[src/rtl/gate_pipe_if.sv]
// rtl/gate_pipe_if.sv - operand/result handshake bundle for gate_pipe (parity port when GATE_PIPE_PARITY_EN)
interface gate_pipe_if #(
    parameter int WIDTH = 5
) ();
    logic             in_valid;
    logic             in_ready;
    logic [WIDTH-1:0] a;
    logic [WIDTH-1:0] b;
    logic [2:0]       op;
    logic             acc_clr;
    logic             out_valid;
    logic             out_ready;
    logic [WIDTH-1:0] z;
    logic [WIDTH-1:0] acc;
`ifdef GATE_PIPE_PARITY_EN
    logic             parity;
`endif

`ifdef GATE_PIPE_PARITY_EN
    modport master (
        output in_valid, a, b, op, acc_clr, out_ready,
        input  in_ready, out_valid, z, acc, parity
    );
    modport slave (
        input  in_valid, a, b, op, acc_clr, out_ready,
        output in_ready, out_valid, z, acc, parity
    );
`else
    modport master (
        output in_valid, a, b, op, acc_clr, out_ready,
        input  in_ready, out_valid, z, acc
    );
    modport slave (
        input  in_valid, a, b, op, acc_clr, out_ready,
        output in_ready, out_valid, z, acc
    );
`endif
endinterface

[src/rtl/gate_pipe.sv]
// rtl/gate_pipe.sv - pipelined bitwise logic unit with accumulator; optional z parity via GATE_PIPE_PARITY_EN
module gate_pipe #(
    parameter int WIDTH  = 5,
    parameter int STAGES = 2
) (
    input  logic         clk,
    input  logic         rst,
    gate_pipe_if.slave   bus
);
    logic              advance;
    logic              accept;
    logic [STAGES-1:0] vld;
    logic [WIDTH-1:0]  data [STAGES];
    logic [WIDTH-1:0]  acc_q;
    logic [WIDTH-1:0]  acc_next;
    logic [WIDTH-1:0]  res;

    // Whole pipe moves as one; it only stalls when the last stage is held.
    assign advance      = !vld[STAGES-1] || bus.out_ready;
    assign bus.in_ready = advance && !rst;
    assign accept       = bus.in_valid && bus.in_ready;

    assign bus.out_valid = vld[STAGES-1];
    assign bus.z         = data[STAGES-1];
    assign bus.acc       = acc_q;

    // Stage-1 result; op 7 folds a^b into the pre-update accumulator (or zero on clear).
    always_comb begin
        acc_next = (bus.acc_clr ? '0 : acc_q) ^ bus.a ^ bus.b;
        res      = '0;
        case (bus.op)
            3'd0:    res = bus.a & bus.b;
            3'd1:    res = bus.a | bus.b;
            3'd2:    res = bus.a ^ bus.b;
            3'd3:    res = ~(bus.a & bus.b);
            3'd4:    res = ~(bus.a | bus.b);
            3'd5:    res = ~(bus.a ^ bus.b);
            3'd6:    res = ~bus.a;
            default: res = acc_next;
        endcase
    end

    // Pipeline registers: per-stage valid plus data, shifted together on advance.
    always_ff @(posedge clk) begin
        if (rst) begin
            vld <= '0;
            for (int i = 0; i < STAGES; i++) begin
                data[i] <= '0;
            end
        end else if (advance) begin
            vld[0] <= accept;
            if (accept) begin
                data[0] <= res;
            end
            for (int i = 1; i < STAGES; i++) begin
                vld[i]  <= vld[i-1];
                data[i] <= data[i-1];
            end
        end
    end

    // Accumulator changes only on an accepted transaction.
    always_ff @(posedge clk) begin
        if (rst) begin
            acc_q <= '0;
        end else if (accept) begin
            if (bus.op == 3'd7) begin
                acc_q <= acc_next;
            end else if (bus.acc_clr) begin
                acc_q <= '0;
            end
        end
    end

`ifdef GATE_PIPE_PARITY_EN
    logic [STAGES-1:0] par;

    assign bus.parity = par[STAGES-1];

    // Parity travels with its result so it stays aligned with z through stalls.
    always_ff @(posedge clk) begin
        if (rst) begin
            par <= '0;
        end else if (advance) begin
            if (accept) begin
                par[0] <= ^res;
            end
            for (int i = 1; i < STAGES; i++) begin
                par[i] <= par[i-1];
            end
        end
    end
`endif
endmodule

[src/flat_wrapper.sv]
// flat-port wrapper written by rule: the top's interface ports become plain ports
module gate_pipe_flat 
#(
    parameter int WIDTH  = 5,
    parameter int STAGES = 2
)
  (clk, rst, bus_in_valid, bus_a, bus_b, bus_op, bus_acc_clr, bus_out_ready, bus_in_ready, bus_out_valid, bus_z, bus_acc);
  gate_pipe_if #(.WIDTH(WIDTH)) bus_i ();
  input  logic clk;
  input  logic rst;
  input wire logic [$bits(bus_i.in_valid)-1:0] bus_in_valid;
  input wire logic [$bits(bus_i.a)-1:0] bus_a;
  input wire logic [$bits(bus_i.b)-1:0] bus_b;
  input wire logic [$bits(bus_i.op)-1:0] bus_op;
  input wire logic [$bits(bus_i.acc_clr)-1:0] bus_acc_clr;
  input wire logic [$bits(bus_i.out_ready)-1:0] bus_out_ready;
  output wire logic [$bits(bus_i.in_ready)-1:0] bus_in_ready;
  output wire logic [$bits(bus_i.out_valid)-1:0] bus_out_valid;
  output wire logic [$bits(bus_i.z)-1:0] bus_z;
  output wire logic [$bits(bus_i.acc)-1:0] bus_acc;
  assign bus_i.in_valid = bus_in_valid;
  assign bus_i.a = bus_a;
  assign bus_i.b = bus_b;
  assign bus_i.op = bus_op;
  assign bus_i.acc_clr = bus_acc_clr;
  assign bus_i.out_ready = bus_out_ready;
  assign bus_in_ready = bus_i.in_ready;
  assign bus_out_valid = bus_i.out_valid;
  assign bus_z = bus_i.z;
  assign bus_acc = bus_i.acc;
  gate_pipe #(.WIDTH(WIDTH), .STAGES(STAGES)) u_core (.clk(clk), .rst(rst), .bus(bus_i));
endmodule
[config.mk]
export PLATFORM = sky130hd
export DESIGN_NAME = gate_pipe_flat
export DESIGN_NICKNAME = d
export VERILOG_FILES = /design/src/rtl/gate_pipe_if.sv /design/src/rtl/gate_pipe.sv /design/src/flat_wrapper.sv
export SDC_FILE = /design/constraint.sdc
export NUM_CORES = 1
export LEC_CHECK = 0
export CORE_UTILIZATION = 54
export CTS_CLUSTER_SIZE = 12
export DETAILED_ROUTE_END_ITERATION = 10
export GPL_ROUTABILITY_DRIVEN = 0
export PLACE_DENSITY = 0.83
export SETUP_SLACK_MARGIN = 0.02
export SLEW_MARGIN = 20
export SYNTH_ARGS = -nofsm -noshare
export SYNTH_HDL_FRONTEND = slang
export SYNTH_SLANG_ARGS = --single-unit
[constraint.sdc]
create_clock -name clk -period 3.9 [get_ports clk]
set_input_delay 0.975 -clock clk [delete_from_list [all_inputs] [get_ports clk]]
set_output_delay 0.975 -clock clk [all_outputs]
set_load 0.01 [all_outputs]
**Yosys cells after proc, flatten, opt, wreduce, memory -nomap -nowiden**

Memories as Yosys holds them, arrays and structs flattened.
Cells that the tools add are included.

- Equal/unequal tests: 7
- Muxes and demuxes: 14
- Bitwise logic cells: 11
- Reduce and logical (&&, ||, !) cells: 6

Operators by type and width:

| operator | count |
|---|---|
| case mux 5 bit (7 select lines) | 1 |
| 2-to-1 mux 5 bit | 4 |
| NOT 5 bit | 4 |
| bitwise XOR 5 bit | 3 |
| equality test 3 bit, second input constant | 4 |
| 2-to-1 mux 1 bit | 9 |
| equality test 3 x 2 -> 1 bit, second input constant | 2 |
| AND 5 bit | 1 |
| OR 5 bit | 1 |
| equality test 3 x 1 -> 1 bit, second input constant | 1 |
| zero test 3 bit | 1 |
| logical AND 1 bit | 2 |
| zero test 1 bit | 2 |
| OR 1 bit | 2 |
| logical OR 1 bit | 1 |

- Flip-flop bits (word level): 7
- Bits in writable memories: 10
- Output and inout port bits: 12
- Memories kept: 1

Memories:

| memory | words | bits a word | read ports | clocked after Yosys merged registers in | write ports | line | RTL |
|---|---|---|---|---|---|---|---|
| u_core.data | 2 | 5 | 2 | 0 | 2 | gate_pipe.sv:13 | `logic [WIDTH-1:0] data [STAGES];` |

**Depth between registers and ports, before layout**

- Depth in word-level cells: 9
- Mapped depth: 6
- Gate-level depth less buffers: 6

**Least setup slack after synthesis**

No wires, ideal clock.

- Path type: input-to-output
- Start: input port bus_out_ready
- End: output port bus_in_ready
- Arrival: 1.444 ns
- Data required time: 2.925 ns
- Setup slack: 1.481 ns
- Stages: 3
- Path buffers: 0
- Cells stage by stage: nand2b_1 > nand2b_1 > inv_1

- Word-level cells in the longest chain between the ends: 2

Ends and longest elaborated chain:

| what | line | RTL |
|---|---|---|
| start: declaration | flat_wrapper.sv:16 | `input wire logic [$bits(bus_i.out_ready)-1:0] bus_out_ready;` |
| logical OR 1 bit | gate_pipe.sv:19 | `assign advance = !vld[STAGES-1] \|\| bus.out_ready;` |
| logical AND 1 bit | gate_pipe.sv:20 | `assign bus.in_ready = advance && !rst;` |
| end: declaration | flat_wrapper.sv:17 | `output wire logic [$bits(bus_i.in_ready)-1:0] bus_in_ready;` |

No other way between the ends.

**Final worst setup path**

Same ends and word-level chain as after synthesis.

==> flow_summary.json <==
{
  "status": "complete, no violations",
  "cp.arrival_ns": 2.59,
  "yosys.area.top_type_share": 0.215,
  "tritoncts": "built",
  "clkPwrFrac": 0.214,
  "seqPwrFrac": 0.488,
  "grt_pass1_wl_mm": 4.73,
  "cts.clk_slew.worst_paths_ns": 0.10,
  "dr.max_layer_used": "met4",
  "path_max_fanout": 9,
  "post_cts_buffers": 0,
  "hpwl_mm": 2.17,
  "final_net_count": 212,
  "relSlewSlack": 0.589,
  "seq_area_frac_synth": 0.315,
  "clock_latency_ns": 0.29,
  "ctsHtreeMaxLevel": 1,
  "synth_area_leaders": "edfxtp_1, dfxtp_1, ha_1, mux2i_1, inv_1",
  "min_path_cells": 2,
  "worst_hold_path_type": "flop to flop",
  "wl_mm": 2.74,
  "startpoint_type": "input pin",
  "post-route-min-period_ns": 3.56,
  "ant_nets": 0,
  "vdd_drop_max_mv": 0.192,
  "clockBufferDepth": 2,
  "grt_overflow": 0,
  "area_delta_synth_final_pct": 21.5,
  "cts_buffers": 3,
  "pwr-share-comb": 0.298,
  "grt_max_degree": 21,
  "syn_area_mm2": 0.00140,
  "whs_ns": 0.485,
  "async_flop_share": 0,
  "power.internal_uw": 309,
  "reg2reg_depth": 4,
  "num_antenna_cells": 0,
  "die_w_um": 52.9,
  "drive_gt1_frac": 0.0601,
  "vias": 1185,
  "dr.pass1.iters": 4,
  "die_area_mm2": 0.00279,
  "ys_types": 40,
  "core.rowCount": 18,
  "synth_top_flop_cell": "edfxtp_1",
  "finalCritPeriodShare": 0.913,
  "synth_top_area_cell": "edfxtp_1",
  "synth_edf_count": 10,
  "clock-sinks": 17,
  "synth-seq-cells": 17,
  "io-pin-count": 30,
  "swShare": 0.275,
  "core_area_mm2": 0.00245,
  "crit_required_ns": 2.92,
  "avgSynthCellArea_um2": 8.78,
  "ctsRootBufferMaster": "clkbuf_4",
  "antenna_found_initial": 0,
  "hold_viol": 0,
  "leakage_uw": 0.000721,
  "powerDensity_mw_per_mm2": 251,
  "critPathKind": "input pin to output port",
  "grt.total_usage": 0.235,
  "cap_violations": 0,
  "portBuffers": 29,
  "yosysWarningCount": 0,
  "first_global_vias": 1079,
  "start_util": 0.569,
  "wl_per_cell_um": 12.9,
  "cts_resized": 0,
  "worst_pin_slew_ns": 0.615,
  "drtIter0Drc": 27,
  "switching_power_uw": 117,
  "postSynthCellCount": 159,
  "tns_ns": 0,
  "wl_met1_mm": 1.23,
  "holdBufCountCts": 0,
  "viasPerCell": 5.56,
  "dr_wl_met3_um": 114,
  "rsz0062_at_grt": "false",
  "fmax_mhz": 281,
  "fin_skew_ns": 0.00975,
  "drc_errors": 0,
  "slew_violations": 0,
  "wl_met2_mm": 1.32,
  "setup_violations": 0,
  "syn_nets": 187,
  "die_y_um": 52.9,
  "worst_setup_path_end_kind": "output port"
}
-- cells by family (layout without fill, tap and decap cells) --
logic type               count (synthesis)  in the layout  share of synthesized area
AND/OR/NAND/NOR                         50             50                      0.187
AO/OA/AOI/OAI                           38             38                      0.190
buffers and inverters                   26             50                     0.0869
flip-flops                              17             17                      0.315
adder cells (fa/ha/maj)                 10             10                     0.0896
XOR/XNOR                                 9              9                     0.0565
multiplexers                             9              9                     0.0744
-- placed cells by master, fill, tap and decap left out, types with 2 or more instances in the layout --
cell type and instances:
a211o_1 2, and3_1 2, ha_1 10, mux2i_1 7
nor2_1 13, xor2_1 3, nand2b_1 8, clkdlybuf4s50_1 29
clkbuf_4 3, nor2b_1 7, edfxtp_1 10, inv_1 16
dfxtp_1 7, a21oi_1 6, a22o_1 4, nand2_1 8
o211ai_1 2, and2_1 5, o21ai_0 10, nand3_1 2
xnor2_1 6, a211oi_1 3, a31oi_1 2
-- state kept, by name, indices dropped and copies added, names as in the netlist --
register,flops
u_core.bus.acc,5
u_core.data,10
u_core.vld,2
-- Yosys cell counts (2+ instances only) --
master    count
o21ai_0      10
a211oi_1      3
mux2i_1       7
nand3_1       2
a211o_1       2
nand2b_1      8
xnor2_1       6
dfxtp_1       7
o211ai_1      2
edfxtp_1     10
a21oi_1       6
and3_1        2
nor2b_1       7
a22o_1        4
buf_4         5
and2_1        5
buf_2         4
xor2_1        3
ha_1         10
nand2_1       8
inv_1        16
nor2_1       13
a31oi_1       2
-- power by group through the flow --
stage                     logic (uW)  registers (uW)  clock network (uW)
after global routing             142             209                99.7
final                            127             208                91.0
after CTS                        127             208                93.2
after floorplan                 81.2             212                   0
after detailed placement         126             212                   0
after global placement           121             212                   0
-- worst max-delay path, stage by stage --
cell and delay [ns]:
clkdlybuf4s50_1 0.47, nand2b_1 0.15, nand2b_1 0.18, inv_1 0.23, clkdlybuf4s50_1 0.57
-- final timing paths --
check | start | slack (ns) | end
max | bus_out_ready | 0.34 | bus_in_ready
min | u_core.vld[0] | 0.49 | u_core.vld[0]
max reg2reg | u_core.bus.acc[4] | 2.38 | u_core.data[0][4]
min reg2reg | u_core.vld[0] | 0.49 | u_core.vld[0]
-- through the flow --
step | power [uW] | setup slack, ns | cells | utilization | cell area [um^2]
global placement | 333 | 0.388 | 209 | 0.680 | 1670
finish | 425 | 0.337 | 213 | 0.691 | 1700
floorplan | 293 | 1.48 | 159 | - | 1400
CTS | 428 | 0.345 | 213 | 0.691 | 1700
global route | 450 | 0.213 | 213 | 0.691 | 1700
detailed placement | 338 | 0.347 | 209 | 0.680 | 1670
-- layer usage --
metal / global-route usage / up-vias
met3: 0.0287 / 9
met5: 0 / -
met4: 0.127 / 0
li1: - / 601
met1: 0.282 / 532
met2: 0.405 / 43
-- final cells by class --
cell class                      instances  area, um^2
Clock buffer                            4        26.3
Fill cell                             202         758
Inverter                               16        60.1
Multi-Input combinational cell        116         835
Sequential cell                        17         440
Tap cell                               30        37.5
Timing Repair Buffer                   30         298
Note: power is estimated with default switching activity, not from simulation.
==> patch: new RTL, config.mk and constraints unchanged <==
`WIDTH` is set to 5 in 3 places; all go to 10.
--- a/src/rtl/gate_pipe_if.sv
+++ b/src/rtl/gate_pipe_if.sv
@@ -1,6 +1,6 @@
 // rtl/gate_pipe_if.sv - operand/result handshake bundle for gate_pipe (parity port when GATE_PIPE_PARITY_EN)
 interface gate_pipe_if #(
-    parameter int WIDTH = 5
+    parameter int WIDTH = 10
 ) ();
     logic             in_valid;
     logic             in_ready;
--- a/src/rtl/gate_pipe.sv
+++ b/src/rtl/gate_pipe.sv
@@ -1,6 +1,6 @@
 // rtl/gate_pipe.sv - pipelined bitwise logic unit with accumulator; optional z parity via GATE_PIPE_PARITY_EN
 module gate_pipe #(
-    parameter int WIDTH  = 5,
+    parameter int WIDTH  = 10,
     parameter int STAGES = 2
 ) (
     input  logic         clk,
--- a/src/flat_wrapper.sv
+++ b/src/flat_wrapper.sv
@@ -1,7 +1,7 @@
 // flat-port wrapper written by rule: the top's interface ports become plain ports
 module gate_pipe_flat 
 #(
-    parameter int WIDTH  = 5,
+    parameter int WIDTH  = 10,
     parameter int STAGES = 2
 )
   (clk, rst, bus_in_valid, bus_a, bus_b, bus_op, bus_acc_clr, bus_out_ready, bus_in_ready, bus_out_valid, bus_z, bus_acc);
Interface: changed (resized bus_a, bus_acc, bus_b and bus_z); port bits go from 30 to 50. No check against the original RTL was run, so the function may have changed too.
==> patch against the original RTL <==
- total power rose by 100%
- register-to-register slack got worse by 0.05 ns
- critical path depth did not move
- sequential power rose by 89%
- synthesized area rose by 92%
- design area rose by 89%
- core utilization fell by 1.6 points
- sequential cell count rose by 15
- wire length rose by 99%
- worst setup slack improved by 0.23 ns
- global-route usage fell by 1.5 points
- combinational power rose by 89%
- critical endpoint unchanged
==> patch: results (changes against the original RTL) <==
- The count of distinct cell types in the synthesized netlist is 51 (+28%).
- The total track usage was 22.0% (-1.5 points).
- The share of power burned in registers was 45.4% (-3.4 points).
- The worst-case register-to-register setup slack is 2.33 ns (-0.05 ns).
- The pin count of the biggest net entering global routing is 31 (+48%).
- The worst setup margin is 0.572 ns (+0.235 ns).
- The number of cells traversed by the worst register-to-register path is 6 (+2).
- The max-slew headroom at the worst pin was 58.0% (-0.87 points).
- The worst flop-to-flop path startpoint is u_core.vld[1].
- The worst supply voltage drop on vdd is 0.144 mV (-25%).
- The buffer type at the clock tree root is sky130_fd_sc_hd__clkbuf_8.
- The run finished with clean final reports.
- The via density per instance is 5.39 (-3.1%).
- The sequential fraction of the synthesis area is 31.4% (-0.17 points).
- The synthesized netlist net count is 356 (+90%).
- The fraction of final layout cells with drive strength greater than 1 is 6.36% (+0.35 points).
- The final net count came to 393 (+85%).
- The mux cell area share after synthesis was 3.64% (-3.8 points).
- The number of flip-flops under the largest register name was 20 (+10).
- The H-tree level count is 2 (+1).
- The first-pass GRT wire length is 9090 um (+92%).
- The static leakage came to 0.00133 uW (+84%).
- The area share of the largest cell type after synthesis came to 22.4% (+0.90 points).
- The post-DP HPWL is 4130 um (+90%).
- The routed via count is 2226 (+88%).
- The clock-pin slew of the registers on the worst-case setup and hold paths was 0.06 ns (-0.04 ns).
- The power dissipated in combinational cells is 240 uW (+89%).
- The post-synthesis compound-gate area fraction was 19.6% (+0.61 points).
- The via count of the first global-routing pass is 2010 (+86%).
- The adder-cell share of the synthesized area came to 9.34% (+0.38 points).
- The mean post-synth cell area is 8.70 um2 (-0.92%).
- The worst-case clock skew is 0.00572 ns (-0.00403 ns).
- The number of enable-type register cells in the synthesized netlist is 20 (+10).
- The switching power was 237 uW (+100%).
- The violation count after the first detailed-routing iteration came to 93 (+240%).
- The post-placement worst setup slack came to 0.591 ns (+0.244 ns).
- The worst register-to-register path ends at u_core.bus.acc[7].
- The post-placement cell count is 405 (+94%).
- The detailed-route wire length was 5450 um (+99%).
- Ranked by instance count, the synthesized netlist is headed by sky130_fd_sc_hd__nor2_1 (29), sky130_fd_sc_hd__inv_1 (25), sky130_fd_sc_hd__edfxtp_1 (20), sky130_fd_sc_hd__ha_1 (20).
- After synthesis, the cell types taking the most area are sky130_fd_sc_hd__edfxtp_1 (22%), sky130_fd_sc_hd__ha_1 (9.3%), sky130_fd_sc_hd__dfxtp_1 (9.0%).
## patch: layer usage
layer | vias up | wire (um) | part of all wire (%) | track usage (%)
met2 | 72 | 2500 | 46 | 35.3
met3 | 4 | 250 | 4.6 | 3.89
li1 | 1136 | - | - | -
met5 | - | 0 | 0 | 0
met1 | 1014 | 2650 | 49 | 30.4
met4 | 0 | 45 | 0.83 | 6.32
## patch: worst min-delay path by stage
stage | startpoint | to | slack, ns | cells after the start
after global routing | u_core.vld[0] | u_core.vld[1] | 0.50 | 2
after floorplan | u_core.vld[0] | u_core.vld[1] | 0.44 | 2
after global placement | u_core.vld[0] | u_core.vld[0] | 0.46 | 2
after CTS | u_core.vld[0] | u_core.vld[1] | 0.48 | 2
after detailed placement | u_core.vld[0] | u_core.vld[1] | 0.47 | 2
final | u_core.vld[0] | u_core.vld[1] | 0.49 | 2
## patch: worst max-delay path: stages
cell                              delay (ns)
sky130_fd_sc_hd__clkdlybuf4s50_1        0.48
sky130_fd_sc_hd__nand2b_1               0.15
sky130_fd_sc_hd__nand2b_1               0.12
sky130_fd_sc_hd__inv_1                  0.10
sky130_fd_sc_hd__clkdlybuf4s50_1        0.53
## patch: metrics by stage
| step | util, % | area [um2] | hold WS, ns |
|---|---|---|---|
| floorplan | - | 2680 | 0.440 |
| global placement | 65.8 | 3130 | 0.465 |
| detailed placement | 65.8 | 3130 | 0.466 |
| CTS | 67.5 | 3210 | 0.480 |
| global route | 67.5 | 3210 | 0.505 |
| finish | 67.5 | 3210 | 0.490 |
## patch: cell type report
class	count	area (um2)
multi-input cells	224	1560
fillers	401	1550
flip-flops and latches	32	841
repair buffers	56	543
inverters	26	97.6
well taps	67	83.8
clock buffers	7	76.3
clock inverters	1	3.75
